$ cat config.mk
export PLATFORM = sky130hd
export DESIGN_NAME = vga_pattern_sched
export DESIGN_NICKNAME = d
export VERILOG_FILES = /design/src/rtl/vga_pkg.sv /design/src/rtl/vga_pattern_gen.sv /design/src/rtl/vga_pattern_sched.sv
export SDC_FILE = /design/constraint.sdc
export NUM_CORES = 1
export LEC_CHECK = 0
export CAP_MARGIN = 20
export CORE_UTILIZATION = 49
export DETAILED_ROUTE_END_ITERATION = 12
export PLACE_DENSITY_LB_ADDON = 0.1
export SYNTH_ARGS = -nofsm -noshare
export SYNTH_HDL_FRONTEND = slang
export SYNTH_SLANG_ARGS = --single-unit
$ cat constraint.sdc
create_clock -name clk -period 2.8 [get_ports clk]
set_input_delay 0.42 -clock clk [delete_from_list [all_inputs] [get_ports clk]]
set_output_delay 0.42 -clock clk [all_outputs]
set_load 0.1 [all_outputs]
$ cat src/rtl/vga_pkg.sv
// Shared constants and types for the VGA test-pattern scheduler.
// Holds state encoding, pattern codes and default raster size.
package vga_pkg;

  localparam int H_ACTIVE_DEF = 640;
  localparam int V_ACTIVE_DEF = 480;

  localparam logic [1:0] ST_IDLE  = 2'd0;
  localparam logic [1:0] ST_FIXED = 2'd1;
  localparam logic [1:0] ST_AUTO  = 2'd2;

  localparam logic [1:0] PAT_WHITE = 2'd0;
  localparam logic [1:0] PAT_BARS  = 2'd1;
  localparam logic [1:0] PAT_CHECK = 2'd2;
  localparam logic [1:0] PAT_GRAD  = 2'd3;

  typedef struct packed {
    logic       en;
    logic       autom;
    logic [1:0] pat;
    logic [7:0] hold;
  } cfg_t;

  function automatic logic [1:0] cfg_state(input cfg_t c);
    if (!c.en)
      return ST_IDLE;
    else if (c.autom)
      return ST_AUTO;
    else
      return ST_FIXED;
  endfunction

  // A hold of zero frames is treated as one frame.
  function automatic logic [7:0] hold_last(input logic [7:0] h);
    return (h == 8'd0) ? 8'd0 : h - 8'd1;
  endfunction

endpackage

$ cat src/rtl/vga_pattern_gen.sv
// Combinational colour generator for the four test patterns.
// Blanks outside the visible area or when disabled.
module vga_pattern_gen
  import vga_pkg::*;
#(
  parameter int H_ACTIVE = H_ACTIVE_DEF,
  parameter int V_ACTIVE = V_ACTIVE_DEF,
  parameter int BAR_W    = 80,
  parameter int CHK_SH   = 5
) (
  input  logic [15:0] hpix,
  input  logic [15:0] vpix,
  input  logic [1:0]  pat,
  input  logic        en,
  output logic [7:0]  r,
  output logic [7:0]  g,
  output logic [7:0]  b
);

  logic       vis;
  logic [2:0] bar;
  logic       chk;
  logic [7:0] gr_r;
  logic [7:0] gr_g;

  assign vis = (hpix < 16'(H_ACTIVE))
            && (vpix < 16'(V_ACTIVE));

  // Compare chain saturates at bar 7.
  always_comb begin
    bar = 3'd0;
    for (int i = 1; i < 8; i++)
      if (hpix >= 16'(i * BAR_W))
        bar = 3'(i);
  end

  assign chk  = hpix[CHK_SH] ^ vpix[CHK_SH];
  assign gr_r = hpix[9:2];
  assign gr_g = vpix[8:1];

  always_comb begin
    r = 8'd0;
    g = 8'd0;
    b = 8'd0;
    if (en && vis) begin
      case (pat)
        PAT_WHITE: begin
          r = 8'hff;
          g = 8'hff;
          b = 8'hff;
        end
        PAT_BARS: begin
          r = {8{bar[2]}};
          g = {8{bar[1]}};
          b = {8{bar[0]}};
        end
        PAT_CHECK: begin
          r = {8{chk}};
          g = {8{chk}};
          b = {8{chk}};
        end
        default: begin
          r = gr_r;
          g = gr_g;
          b = gr_r ^ gr_g;
        end
      endcase
    end
  end

endmodule

$ cat src/rtl/vga_pattern_sched.sv
// Test-pattern scheduler: frame-synchronous config apply,
// fixed/auto pattern sequencing and registered colour output.
module vga_pattern_sched
  import vga_pkg::*;
#(
  parameter int H_ACTIVE = H_ACTIVE_DEF,
  parameter int V_ACTIVE = V_ACTIVE_DEF,
  parameter int BAR_W    = 80,
  parameter int CHK_SH   = 5
) (
  input  logic        clk,
  input  logic        rst,
  input  logic [15:0] HPixel,
  input  logic [15:0] VPixel,
  input  logic        cfg_valid,
  output logic        cfg_ready,
  input  logic        cfg_auto,
  input  logic [1:0]  cfg_pat,
  input  logic [7:0]  cfg_hold,
  input  logic        cfg_en,
  output logic [7:0]  inR,
  output logic [7:0]  inG,
  output logic [7:0]  inB,
  output logic [1:0]  pat_id,
  output logic        frame_start
);

  logic       at_org;
  logic       org_q;
  logic       xfer;
  logic       apply;
  logic       pend_vld;
  cfg_t       pend_q;
  logic [1:0] state;
  logic [7:0] hold_cnt;
  logic [7:0] hold_lim;
  logic [7:0] gen_r;
  logic [7:0] gen_g;
  logic [7:0] gen_b;

  assign at_org      = (HPixel == 16'd0) && (VPixel == 16'd0);
  assign frame_start = at_org && !org_q;
  assign cfg_ready   = !pend_vld;
  assign xfer        = cfg_valid && cfg_ready;
  assign apply       = frame_start && pend_vld;

  // Reset to "at origin" so a fresh origin edge is needed after reset.
  always_ff @(posedge clk or posedge rst) begin
    if (rst)
      org_q <= 1'b1;
    else
      org_q <= at_org;
  end

  always_ff @(posedge clk or posedge rst) begin
    if (rst) begin
      pend_vld <= 1'b0;
      pend_q   <= '0;
    end else if (xfer) begin
      pend_vld <= 1'b1;
      pend_q   <= '{en: cfg_en, autom: cfg_auto,
                    pat: cfg_pat, hold: cfg_hold};
    end else if (apply) begin
      pend_vld <= 1'b0;
    end
  end

  always_ff @(posedge clk or posedge rst) begin
    if (rst) begin
      state    <= ST_IDLE;
      pat_id   <= PAT_WHITE;
      hold_cnt <= 8'd0;
      hold_lim <= 8'd0;
    end else if (apply) begin
      state    <= cfg_state(pend_q);
      pat_id   <= pend_q.pat;
      hold_cnt <= 8'd0;
      hold_lim <= pend_q.hold;
    end else if (frame_start && state == ST_AUTO) begin
      if (hold_cnt == hold_last(hold_lim)) begin
        pat_id   <= pat_id + 2'd1;
        hold_cnt <= 8'd0;
      end else begin
        hold_cnt <= hold_cnt + 8'd1;
      end
    end
  end

  vga_pattern_gen #(
    .H_ACTIVE (H_ACTIVE),
    .V_ACTIVE (V_ACTIVE),
    .BAR_W    (BAR_W),
    .CHK_SH   (CHK_SH)
  ) u_gen (
    .hpix (HPixel),
    .vpix (VPixel),
    .pat  (pat_id),
    .en   (state != ST_IDLE),
    .r    (gen_r),
    .g    (gen_g),
    .b    (gen_b)
  );

  always_ff @(posedge clk or posedge rst) begin
    if (rst) begin
      inR <= 8'd0;
      inG <= 8'd0;
      inB <= 8'd0;
    end else begin
      inR <= gen_r;
      inG <= gen_g;
      inB <= gen_b;
    end
  end

endmodule

## Word-level counts from Yosys, hierarchy flattened

Cells that the tools add are included.

| word-level totals | value |
|---|---|
| RAM bits | 0 |
| output and inout port bits | 28 |
| memories | 0 |
| input port bits | 47 |
| register bits | 58 |
| bits in latches | 0 |
| memory bits (read-only) | 0 |

| operators by class | value |
|---|---|
| shift operators | 0 |
| $add $sub $neg | 3 |
| reduce and logical (&&, ||, !) cells | 18 |
| bitwise operators | 2 |
| div/mod/pow operators | 0 |
| multiply operators | 0 |
| $lt $le $gt $ge | 9 |
| mux-type cells | 24 |
| equal/unequal tests | 4 |

Operators with widths:

| operator | number |
|---|---|
| $pmux 8 s3 | 3 |
| $mux 8 | 7 |
| $ge 16x9->1 const B | 3 |
| $ge 16x8->1 const B | 2 |
| $logic_not 16->1 | 2 |
| $ge 16x10->1 const B | 1 |
| $ge 16x7->1 const B | 1 |
| $lt 16x10->1 const B | 1 |
| $lt 16x9->1 const B | 1 |
| $mux 2 | 7 |
| $mux 3 | 4 |
| $add 8x1->8 const B | 1 |
| $eq 8x8->1 | 1 |
| $logic_not 8->1 | 1 |
| $reduce_bool 2->1 | 4 |
| $sub 8x1->8 const B | 1 |
| $xor 8x8->8 | 1 |
| $logic_and 1x1->1 | 7 |
| $eq 2x2->1 const B | 2 |
| $mux 1 | 3 |
| $add 2x1->2 const B | 1 |
| $eq 2x1->1 const B | 1 |
| $logic_not 1->1 | 2 |
| $logic_not 2->1 | 1 |
| other kinds (2) | 2 |

## Logic depth before layout (Yosys ltp)

| logic depth | value |
|---|---|
| depth after elaboration | 10 |
| gate-level depth with buffers | 10 |
| gate-level depth less buffers | 9 |

## Cells and area by module

Synthesis repeated with hierarchy kept, for this count alone.

| unflattened totals | value |
|---|---|
| cells, all modules | 290 |
| area, all modules | 3,052.9 sq um |

By module, submodules not included:

| module | seq. area each (sq um) | area an instance (sq um) | cells an instance | times used |
|---|---|---|---|---|
| vga_pattern_sched | 1,452.6 | 2,477.4 | 204 | 1 |
| vga_pattern_gen | 0.0 | 575.6 | 86 | 1 |

## Worst setup path after synthesis

Ideal clock, no wire load.

| timing path | value |
|---|---|
| path type | input to register |
| start | input port HPixel[13] |
| end | register hold_cnt[4] |
| path slack | -0.602 ns |
| arrival time | 3.275 ns |
| cell stages on the path | 7 |
| library setup time | 0.126 ns |
| path buffers | 0 |
| path through | nor4_2 > nand3_1 > nor4_2 > nor2b_1 > nand2b_1 > nor2_1 > nor2_1 |

| between the ends | value |
|---|---|
| word-level cells in the longest chain between the ends | 5 |
| elaborated cells between the ends (all ways) | 7 |
| classes of those cells | 1 x mux; 6 x reduce/logical |

RTL lines:

| what | RTL line | source |
|---|---|---|
| start, declared | vga_pattern_sched.sv:13 | `input logic [15:0] HPixel,` |
| $logic_not 16->1 (*) | vga_pattern_sched.sv:41 | `assign at_org = (HPixel == 16'd0) && (VPixel == 16'd0);` |
| $logic_and 1x1->1 (*) | vga_pattern_sched.sv:41 |  |
| net at_org | vga_pattern_sched.sv:28 | `logic at_org;` |
| $logic_and 1x1->1 (*) | vga_pattern_sched.sv:42 | `assign frame_start = at_org && !org_q;` |
| net frame_start | vga_pattern_sched.sv:25 | `output logic frame_start` |
| $logic_and 1x1->1 (on tied branches) | vga_pattern_sched.sv:45, vga_pattern_sched.sv:79 |  |
| $mux 8 or $reduce_bool 2->1 (tied branches) | n/a |  |
| end signal, assigned | vga_pattern_sched.sv:84 | `hold_cnt <= hold_cnt + 8'd1;` |
| end, declared | vga_pattern_sched.sv:35 | `logic [7:0] hold_cnt;` |

The timed path passes the listed nets; every way through them passes the cells marked *.
A chain may end at the register's enable or synchronous reset.

## Final worst setup path

| timing path | value |
|---|---|
| start | register hold_lim[0] |
| end | register pat_id[0] |

| between the ends | value |
|---|---|
| word-level cells in the longest chain between the ends | 5 |
| elaborated cells between the ends (all ways) | 6 |
| classes of those cells | 1 x add/sub; 1 x eq/ne; 1 x mux; 3 x reduce/logical |

RTL lines:

| what | RTL line | source |
|---|---|---|
| start, declared | vga_pattern_sched.sv:36 | `logic [7:0] hold_lim;` |
| start signal, assigned | vga_pattern_sched.sv:78 | `hold_lim <= pend_q.hold;` |
| $sub 8x1->8 or $logic_not 8->1 (tied branches) | vga_pkg.sv:35 | `return (h == 8'd0) ? 8'd0 : h - 8'd1;` |
| $mux 8 (*) | vga_pkg.sv:35 |  |
| $eq 8x8->1 (*) | vga_pattern_sched.sv:80 | `if (hold_cnt == hold_last(hold_lim)) begin` |
| $reduce_bool 2->1 (no line) (*) | n/a |  |
| $reduce_and 2->1 (no line) (*) | n/a |  |
| end signal, assigned | vga_pattern_sched.sv:76 | `pat_id <= pend_q.pat;` |
| end signal, assigned | vga_pattern_sched.sv:81 | `pat_id <= pat_id + 2'd1;` |
| end, declared | vga_pattern_sched.sv:24 | `output logic [1:0] pat_id,` |

Every way passes the cells marked *; elsewhere a longest branch is shown, timed or not.

==> impl_results.md <==
* Most common cell in the synthesized netlist: dfrtp_1
* Mapped Nets at 354
* Antenna viol nets, final at 0
* Max FO, Critical Path at 6
* Row count at 28
* CTS buffer count at 9
* Dpl cells at 455
* Period utilization at 94.8%
* Final core occ at 69.4%
* Min-delay worst type: primary input to asynchronous set/reset pin
* Vias in the first global route at 2456
* EDFF count, synth at 0
* Relative slew slack at 63.1%
* Worst Setup Start Kind: register
* Commonest cells post-synth: dfrtp_1, a21oi_1, inv_1, nand2_1, nor2_1
* DR pass1 iterations at 6
* Initial antenna violation count at 0
* Starting DRT DRC Count at 125
* IO Pins at 75
* Area grow syn2layout at 36.0%
* Final wirelength at 7.01 mm
* Synth Warn # at 0
* Fin. Hold Viols at 0
* Drt wl/cell at 14.9 um
* Gpl congestion at 0.858
* Vias per cell at 5.38
* Port buffer count at 74
* Fmax at 377 MHz
* Total of max-cap violations at 0
* CTS clk-pin slew, worst paths at 0.07 ns
* Post-CTS Hold Fix Bufs at 0
* N_diodes at 0
* Post-route minimum period at 2.65 ns
* Biggest area consumer among synthesized cells: dfrtp_1
* Layout cells sized above 1 at 24.2%
* Ys flop type: dfrtp_1
* Die Span Y at 80.8 um
* Die width at 80.8 um
* Number of synthesized register bits at 58
* Layout fillers at 486
* Crit path DAT at 2.87 ns
* Worst endpoint required time at 3.01 ns
* Bufs on Longest Clock Path at 2
* Seq/Total Area, Yosys at 47.8%
* Core area at 5960 sq um
* Syn Area/Cell at 10.1 sq um
* Pins Over Slew Limit at 0
* Synthesized instance count at 301
* PD cells at 456 nW/um^2
* Post-synth top area share at 46.9%
* Skew-Pair Late Insertion Delay at 0.33 ns
* Setup Viol. Count Final at 0
* Kind of critical path: register to register
* Unrepaired setup endpoints after global routing: no
* Top post-synthesis cells by area: dfrtp_1, mux2_2, a21oi_1
* Die ar. at 6520 sq um
* Post-Syn Area at 3040 sq um
* Final non-filler cell total at 471
* Worst Tran Pin Value at 0.552 ns
* Vias at 2532
* HPWL after detailed placement at 5.41 mm
* Leakage at 1.94 nW
* Worst Clk Skew at 0.00681 ns
* Sum Neg Setup Slack at 0 ns
* Synth unique cells at 57
* Crit end category: register
* First-pass GRT wire length at 11.6 mm
* Async SR Flop Fraction at 100%
* Layout Nets at 444
* H-tree depth at 3
* Overall Global Routing Usage at 24.0%
* Largest net degree at the start of global routing at 35
* Clock sinks at 58
* CTS tree: yes
* Worst vdd ir at 381 uV
* Clk root buf: clkbuf_8
* DRC Markers at 0
* Status: finished, final reports clean
* Initial Utilization at 51.0%
* GRT overflow at 0
worst paths after layout:
kind                       cells past startpoint     endpoint  slack (ns)        start
min in group clk                               2  hold_lim[0]        0.49    pend_q[0]
max reg2reg                                    9    pat_id[0]        0.15  hold_lim[0]
min reg2reg                                    2  hold_lim[0]        0.49    pend_q[0]
min                                            2       inG[3]        0.47          rst
max                                            9    pat_id[0]        0.15  hold_lim[0]
max in group asynchronous                      3    pend_q[6]        1.77          rst
per-stage QoR:
stage                     worst slack (ns)  total power, mW  area [sq um]  hold slack (ns)
after floorplan                      0.274            0.947          3050            0.446
after global placement              0.0820             1.05          3910            0.463
after detailed placement            0.0416             1.05          3910            0.471
after CTS                            0.109             1.90          4120            0.473
after global routing                0.0106             1.96          4130            0.501
final                                0.147             1.88          4130            0.467
sequential cells by signal, indices dropped and copies added (netlist names):
register,flops
pend_q,12
hold_cnt,8
hold_lim,8
inB,8
inG,8
inR,8
pat_id,2
state,2
org_q,1
pend_vld,1
layout make-up:
cell class | instances | area [sq um] | share of cell area, %
Timing Repair Buffer | 92 | 831 | 20.1
Clock buffer | 9 | 124 | 3.00
Clock inverter | 7 | 92.6 | 2.24
Sequential cell | 58 | 1450 | 35.1
Inverter | 27 | 101 | 2.45
Multi-Input combinational cell | 203 | 1440 | 34.8
Tap cell | 75 | 93.8 | 2.27
report_power, final:
part	internal [mW]	switching [mW]	leakage, nW
registers	0.858	0.0141	0.751
logic	0.0996	0.0648	1.07
clock network	0.501	0.347	0.113
total	1.46	0.425	1.94
cells in the final DEF, fill, tap and decap left out, drive strengths merged, types with 2 or more instances in the layout:
cell type and n:
dfrtp 57, o211a 2, o21ai 14, nor3 5, nor2b 4, nor3b 2
nor2 19, ha 6, bufinv 2, mux2 17, nor4 12, nand2 19
nand3b 2, clkinv 4, a21o 5, clkbuf 9, and3 2, xor2 4
nand3 10, clkdlybuf4s50 46, or4 2, buf 46, mux2i 2, a211oi 5
nand2b 3, a21oi 30, a221oi 2, inv 28, xnor2 16
what timing repair did:
item,4_1_cts,5_1_grt
endpoints found under the setup margin,0,5
gates resized for setup,0,3
setup buffers,0,0
metal layers:
metal  vias up  track usage (%)  share of wire (%)
li1       1241                -                  -
met1      1199             34.1                 48
met2        86             35.5                 45
met3         6             6.29                6.0
met4         0             8.04                1.2
met5         -                0                  0
logic make-up after synthesis:
family,after synthesis,synth area share [%]
xor+xnor,20,5.76
fa+ha+maj,7,2.80
simple gates,85,15.6
mux,19,6.96
buf+inv,40,5.48
compound gates,72,15.6
flops,58,47.8
critical path, stage by stage, from the launching register on:
cell and delay (ns):
dfrtp_1 0.37, inv_1 0.12, ha_2 0.23, or3b_1 0.42, o211a_1 0.25, o21a_1 0.21
nor4_4 0.38, a21oi_4 0.15, a2111oi_4 0.35, nor2_2 0.05
Note: power is estimated with default switching activity, not from simulation.
